===== src/rtl/fir_decim_q10_pkg.sv =====
// Q10 fixed-point helpers shared by the FM demod chain, plus the FIR
// decimator state encoding.
package functs;

  typedef logic signed [31:0] q10_t;

  localparam int Q10_BITS = 10;
  localparam int Q10_ONE  = 1024;

  typedef enum logic [1:0] {
    S_FILL = 2'd0,
    S_MAC  = 2'd1,
    S_OUT  = 2'd2
  } fir_state_t;

  // Full-precision Q10 product: sign-extended 64-bit multiply, then an
  // arithmetic shift so fractional bits are floored (toward -inf).
  function automatic logic signed [63:0] q10mul_full(input q10_t a, input q10_t b);
    logic signed [63:0] wa;
    logic signed [63:0] wb;
    wa = 64'(a);
    wb = 64'(b);
    return (wa * wb) >>> Q10_BITS;
  endfunction

  // Q10 product truncated back to a 32-bit sample.
  function automatic q10_t q10mul(input q10_t a, input q10_t b);
    return q10_t'(q10mul_full(a, b));
  endfunction

endpackage


===== src/rtl/fir_decim_q10_hist.sv =====
// TAPS-deep sample history ring. New samples land at wr_ptr; the read
// port returns x[n-k], i.e. the entry k places behind the newest sample.
module fir_hist_ring
  import functs::*;
#(
  parameter int TAPS   = 32,
  parameter int DATA_W = 32,
  localparam int AW    = $clog2(TAPS)
) (
  input  logic                     clock,
  input  logic                     reset,
  input  logic                     wr_en,
  input  logic signed [DATA_W-1:0] wr_data,
  input  logic        [AW-1:0]     rd_k,
  output logic signed [DATA_W-1:0] rd_data
);

  logic signed [DATA_W-1:0] hist [TAPS];
  logic        [AW-1:0]     wr_ptr;
  logic        [AW-1:0]     rd_idx;

  // Store accepted samples and advance the pointer; TAPS is a power of two so it wraps naturally.
  always_ff @(posedge clock) begin
    if (!reset) begin
      wr_ptr <= '0;
      for (int i = 0; i < TAPS; i++) begin
        hist[i] <= '0;
      end
    end else if (wr_en) begin
      hist[wr_ptr] <= wr_data;
      wr_ptr       <= wr_ptr + AW'(1);
    end
  end

  assign rd_idx  = wr_ptr - AW'(1) - rd_k;
  assign rd_data = hist[rd_idx];

endmodule


===== src/rtl/fir_decim_q10.sv =====
// Streaming decimating Q10 FIR: collects DECIM samples, then runs one
// serial MAC pass over TAPS coefficients and presents a single output
// on a valid/ready port.
// Optional feature macro: FIR_SAT_EN (wide accumulator with saturation
// on pass completion); undefined gives a DATA_W wrapping accumulator.
module fir_decim_q10
  import functs::*;
#(
  parameter int TAPS   = 32,
  parameter int DECIM  = 8,
  parameter int DATA_W = 32
) (
  input  logic                      clock,
  input  logic                      reset,
  input  logic [DATA_W-1:0]         in_data,
  input  logic                      in_valid,
  output logic                      in_ready,
  input  logic                      coef_wr_en,
  input  logic [$clog2(TAPS)-1:0]   coef_addr,
  input  logic [DATA_W-1:0]         coef_data,
  output logic [DATA_W-1:0]         out_data,
  output logic                      out_valid,
  input  logic                      out_ready
);

  localparam int AW = $clog2(TAPS);
  localparam int CW = $clog2(TAPS + 1);
`ifdef FIR_SAT_EN
  localparam int ACC_W = DATA_W + 8;
  localparam logic signed [ACC_W-1:0] SAT_MAX = ACC_W'({1'b0, {(DATA_W-1){1'b1}}});
  localparam logic signed [ACC_W-1:0] SAT_MIN = -SAT_MAX - 1;
`else
  localparam int ACC_W = DATA_W;
`endif

  fir_state_t state;
  fir_state_t state_next;

  logic        [CW-1:0]     decim_cnt;
  logic        [AW-1:0]     mac_k;
  logic signed [ACC_W-1:0]  acc;
  logic signed [ACC_W-1:0]  acc_sum;
  logic signed [ACC_W-1:0]  prod;
  logic signed [DATA_W-1:0] coef [TAPS];
  logic signed [DATA_W-1:0] hist_rd;
  logic        [DATA_W-1:0] result;
  logic                     in_fire;
  logic                     last_sample;
  logic                     last_tap;

  assign in_fire     = in_valid && (state == S_FILL);
  assign last_sample = (decim_cnt == CW'(DECIM - 1));
  assign last_tap    = (mac_k == AW'(TAPS - 1));

  fir_hist_ring #(
    .TAPS   (TAPS),
    .DATA_W (DATA_W)
  ) u_hist (
    .clock   (clock),
    .reset   (reset),
    .wr_en   (in_fire),
    .wr_data (in_data),
    .rd_k    (mac_k),
    .rd_data (hist_rd)
  );

`ifdef FIR_SAT_EN
  assign prod = ACC_W'(q10mul_full(coef[mac_k], hist_rd));
`else
  assign prod = q10mul(coef[mac_k], hist_rd);
`endif

  assign acc_sum = acc + prod;

  // Final pass value: clamp the wide accumulator when saturation is built in, else plain wrap.
  always_comb begin
    result = acc_sum[DATA_W-1:0];
`ifdef FIR_SAT_EN
    if (acc_sum > SAT_MAX) begin
      result = SAT_MAX[DATA_W-1:0];
    end else if (acc_sum < SAT_MIN) begin
      result = SAT_MIN[DATA_W-1:0];
    end
`endif
  end

  // State register.
  always_ff @(posedge clock) begin
    if (!reset) begin
      state <= S_FILL;
    end else begin
      state <= state_next;
    end
  end

  // Next-state logic; input is only accepted while filling so no sample is lost under backpressure.
  always_comb begin
    state_next = state;
    in_ready   = 1'b0;
    case (state)
      S_FILL: begin
        in_ready = 1'b1;
        if (in_valid && last_sample) begin
          state_next = S_MAC;
        end
      end
      S_MAC: begin
        if (last_tap) begin
          state_next = S_OUT;
        end
      end
      S_OUT: begin
        if (out_ready) begin
          state_next = S_FILL;
        end
      end
      default: state_next = S_FILL;
    endcase
  end

  // Datapath: decimation count, coefficient writes, serial MAC and output register.
  always_ff @(posedge clock) begin
    if (!reset) begin
      decim_cnt <= '0;
      mac_k     <= '0;
      acc       <= '0;
      out_valid <= 1'b0;
      out_data  <= '0;
      for (int i = 0; i < TAPS; i++) begin
        coef[i] <= '0;
      end
    end else begin
      case (state)
        S_FILL: begin
          mac_k <= '0;
          if (coef_wr_en) begin
            coef[coef_addr] <= coef_data;
          end
          if (in_fire) begin
            decim_cnt <= last_sample ? '0 : decim_cnt + CW'(1);
          end
        end
        S_MAC: begin
          acc   <= acc_sum;
          mac_k <= mac_k + AW'(1);
          if (last_tap) begin
            out_data  <= result;
            out_valid <= 1'b1;
          end
        end
        S_OUT: begin
          if (out_ready) begin
            out_valid <= 1'b0;
            acc       <= '0;
          end
        end
        default: ;
      endcase
    end
  end

endmodule


===== config.mk =====
export PLATFORM = sky130hd
export DESIGN_NAME = fir_decim_q10
export DESIGN_NICKNAME = d
export VERILOG_FILES = /design/src/rtl/fir_decim_q10_pkg.sv /design/src/rtl/fir_decim_q10_hist.sv /design/src/rtl/fir_decim_q10.sv
export SDC_FILE = /design/constraint.sdc
export NUM_CORES = 2
export LEC_CHECK = 0
export BUFFER_PORTS_ARGS = -buffer_cell sky130_fd_sc_hd__buf_4
export CAP_MARGIN = 20
export CORE_UTILIZATION = 50
export CTS_BUF_LIST = sky130_fd_sc_hd__clkbuf_4 sky130_fd_sc_hd__clkbuf_8
export DETAILED_ROUTE_END_ITERATION = 12
export GPL_TIMING_DRIVEN = 0
export HOLD_SLACK_MARGIN = 0.1
export PLACE_DENSITY = 0.65
export SYNTH_ARGS = -nofsm -noshare
export SYNTH_HDL_FRONTEND = slang
export SYNTH_HIERARCHICAL = 1
export SYNTH_SLANG_ARGS = --single-unit

===== constraint.sdc =====
create_clock -name clock -period 15.2 [get_ports clock]
set_clock_uncertainty 0.1 [all_clocks]
set_input_delay 2.28 -clock clock [delete_from_list [all_inputs] [get_ports clock]]
set_output_delay 2.28 -clock clock [all_outputs]
set_load 0.005 [all_outputs]

==> results.py <==
metrics = {
    "yosys": {
        "synth_area_leader_cell": "edfxtp_1",
        "avgSynthCellArea_um2": 12.5,
        "synth_top_area_share_pct": 49.0,
        "synthArstFlopShare_pct": 0,
        "synth_area_leaders": "edfxtp_1 (49%), and2_1 (11%), fa_1 (11%), mux4_2 (4.7%), nor2b_1 (4.0%)",
        "synth_cells": 9996,
        "ys_types": 81,
        "synth_edf_count": 2048,
        "synth_area_mm2": 0.125,
        "synth-seq-cells": 2136,
        "ys_warn_count": 6,
        "synth-seq-area-share_pct": 50.4,
        "synth_ff_type": "edfxtp_1",
        "syn_nets": 11000,
    },
    "clock_tree": {
        "h-tree-depth": 5,
        "root_buffer": "clkbuf_8",
        "cts_setup_buffers": 0,
        "cts_buffers": 374,
        "clock_sinks": 2136,
        "cts_tree": "built",
        "cts_hold_buf": 0,
        "clock_path_buffers": 4,
        "path_clk_slew_ns": 0.05,
        "clock_latency_ns": 1.18,
    },
    "timing": {
        "setup-violations-final": 0,
        "hold_viol_final": 0,
        "max_freq_mhz": 67.9,
        "worstMarginPinSlew_ns": 1.24,
        "min_period_over_period_pct": 96.8,
        "slew_headroom_pct": 15.1,
        "rsz0062_at_grt": "no",
        "fin_crit_ns": 14.72,
        "final_max_slew_viol_count": 0,
    },
    "floorplan": {
        "rows": 183,
        "top_level_ports": 108,
        "initial_core_util_pct": 50.4,
        "dieArea_mm2": 0.253,
        "fp.coreArea_mm2": 0.249,
        "fp.dieH_um": 503,
        "die_w_um": 503,
    },
    "cells_and_area": {
        "syn_to_final_growth_pct": 12.3,
        "drive_above_1_share_pct": 12.9,
        "instances_no_fill": 14200,
        "final_common_cell": "and2_1",
        "nets": 11600,
        "final_cell_mix": "and2_1 (2265), edfxtp_1 (2048), nor2b_1 (793)",
        "area.sequential_mm2": 0.0633,
        "nFillCells": 20700,
        "multi_input_area_mm2": 0.0566,
    },
    "drt": {
        "drt_iter0_drc": 11000,
        "vias": 86100,
        "wirelength_um": 433000,
        "viasPerCell": 6.05,
        "postRouteAntennaNets": 0,
        "drc": 0,
        "wire_per_inst_um": 30.4,
        "drt-pass1-iter-count": 6,
    },
    "grt": {
        "grt_pass1_vias": 85300,
        "antenna_found_initial": 39,
        "grt_usage_pct": 34.2,
        "grt_max_degree": 33,
        "globalRoute.totalOverflow": 0,
        "grt_first_pass_wirelength_um": 610000,
    },
    "critical_path": {
        "cp-start-kind": "register",
        "crit_type": "reg2reg",
        "cp_max_fo": 11,
        "slowest_delay_ns": 1.00,
        "critPathSlowestCell": "clkbuf_1",
        "critPathArrivalTime_ns": 15.60,
        "worstPathRequired_ns": 16.08,
        "worstSetupEndpointType": "register",
        "cp_common_cell": "a21o_1",
    },
    "placement": {
        "gp_congestion": 0.996,
        "dpl.hpwl_um": 326000,
        "port_buffers": 107,
        "place_inst": 13600,
    },
    "job": {
        "drv_cap": 0,
    },
    "min_path": {
        "hold_path.class": "reg2reg",
    },
    "status": {
        "outcome": "finished clean",
    },
}
stage by stage:
step | instance area, µm² | hold WS, ns | setup TNS (ns) | util (%) | setup slack [ns]
floorplan | 125000 | 0.351 | 0 | - | 3.28
global placement | 130000 | 0.352 | -51.24 | 52.4 | -1.97
detailed placement | 133000 | 0.359 | -13.74 | 53.6 | -1.06
CTS | 140000 | 0.366 | 0 | 56.4 | 0.0305
global route | 141000 | 0.393 | 0 | 56.6 | 0.0233
finish | 141000 | 0.366 | 0 | 56.6 | 0.483
state kept, by name, summed over array words and instances (netlist names), named ones only:
register	flops
coef	1024
u_hist/hist	1024
acc	32
out_data	32
decim_cnt	6
mac_k	5
u_hist/wr_ptr	5
state	2
out_valid	1
critical path: cells and delay by family, from the launching register on:
kind,cells,cell delay (ns)
compound gates,20,4.58
xor+xnor,2,0.28
fa+ha+maj,11,4.60
buf+inv,9,3.06
flops,1,0.41
mux,2,0.55
simple gates,3,1.00
metal layers:
layer | track usage (%) | share of wire, % | vias up | wire, µm
met5 | 0 | 0.019 | - | 82
met4 | 17.9 | 6.0 | 12 | 26000
met3 | 8.31 | 11 | 1081 | 47500
met2 | 52.2 | 45 | 5313 | 195000
met1 | 45.3 | 38 | 43900 | 165000
li1 | - | - | 35800 | -
Yosys cell counts, drive strengths merged (6+ instances only):
cell type	count
mux2	21
o22ai	10
o21bai	10
nand4	22
o211ai	7
a21o	34
nand3	42
nor2	125
nor4	128
or2	8
nor2b	793
a2111oi	497
and2	2265
buf	149
o21a	6
edfxtp	2048
a21boi	26
fa	696
mux4	261
mux2i	184
or3	9
nand2b	150
xor2	31
ha	200
xnor2	85
inv	721
a22oi	55
a211oi	7
a21oi	65
nand2	324
clkbuf	742
nand3b	6
o21ai	103
dfxtp	88
a31oi	7
nor3	8
a221oi	6
final timing paths:
check                             startpoint           end  slack (ns)  cells past startpoint
worst min-delay path            out_data[13]  out_data[13]        0.37                      2
worst max-delay path                mac_k[0]       acc[27]        0.48                     47
worst min register to register  out_data[13]  out_data[13]        0.37                      2
worst max register to register      mac_k[0]       acc[27]        0.48                     47
final cells by class:
cell class | instances | area share (%)
sequential | 2136 | 44.9
multi-input combinational | 6247 | 40.2
clock buffer | 529 | 4.51
tap | 3330 | 2.96
buffer | 888 | 2.79
timing repair buffer | 255 | 2.25
inverter | 722 | 1.92
clock inverter | 107 | 0.441
antenna | 26 | 0.0462
repair_timing:
action / CTS / global route
gates resized for setup: 34 / 52
pin swaps: 0 / 3
endpoints found under the setup margin: 30 / 11
gates cloned: 0 / 0
cell families after synthesis:
family / Yosys count / share of synthesized area (%)
and+or+nand+nor: 3898 / 18.6
xor gates and xnor gates: 121 / 0.919
buffers and inverters: 1613 / 5.23
DFF: 2136 / 50.4
muxes: 466 / 6.35
AOI/OAI and AO/OA: 866 / 5.40
adders and majority gates: 896 / 13.1
Power is left out: the tool's default activity adds up to more than one toggle a clock period on the data nets, which glitch-free logic cannot reach.
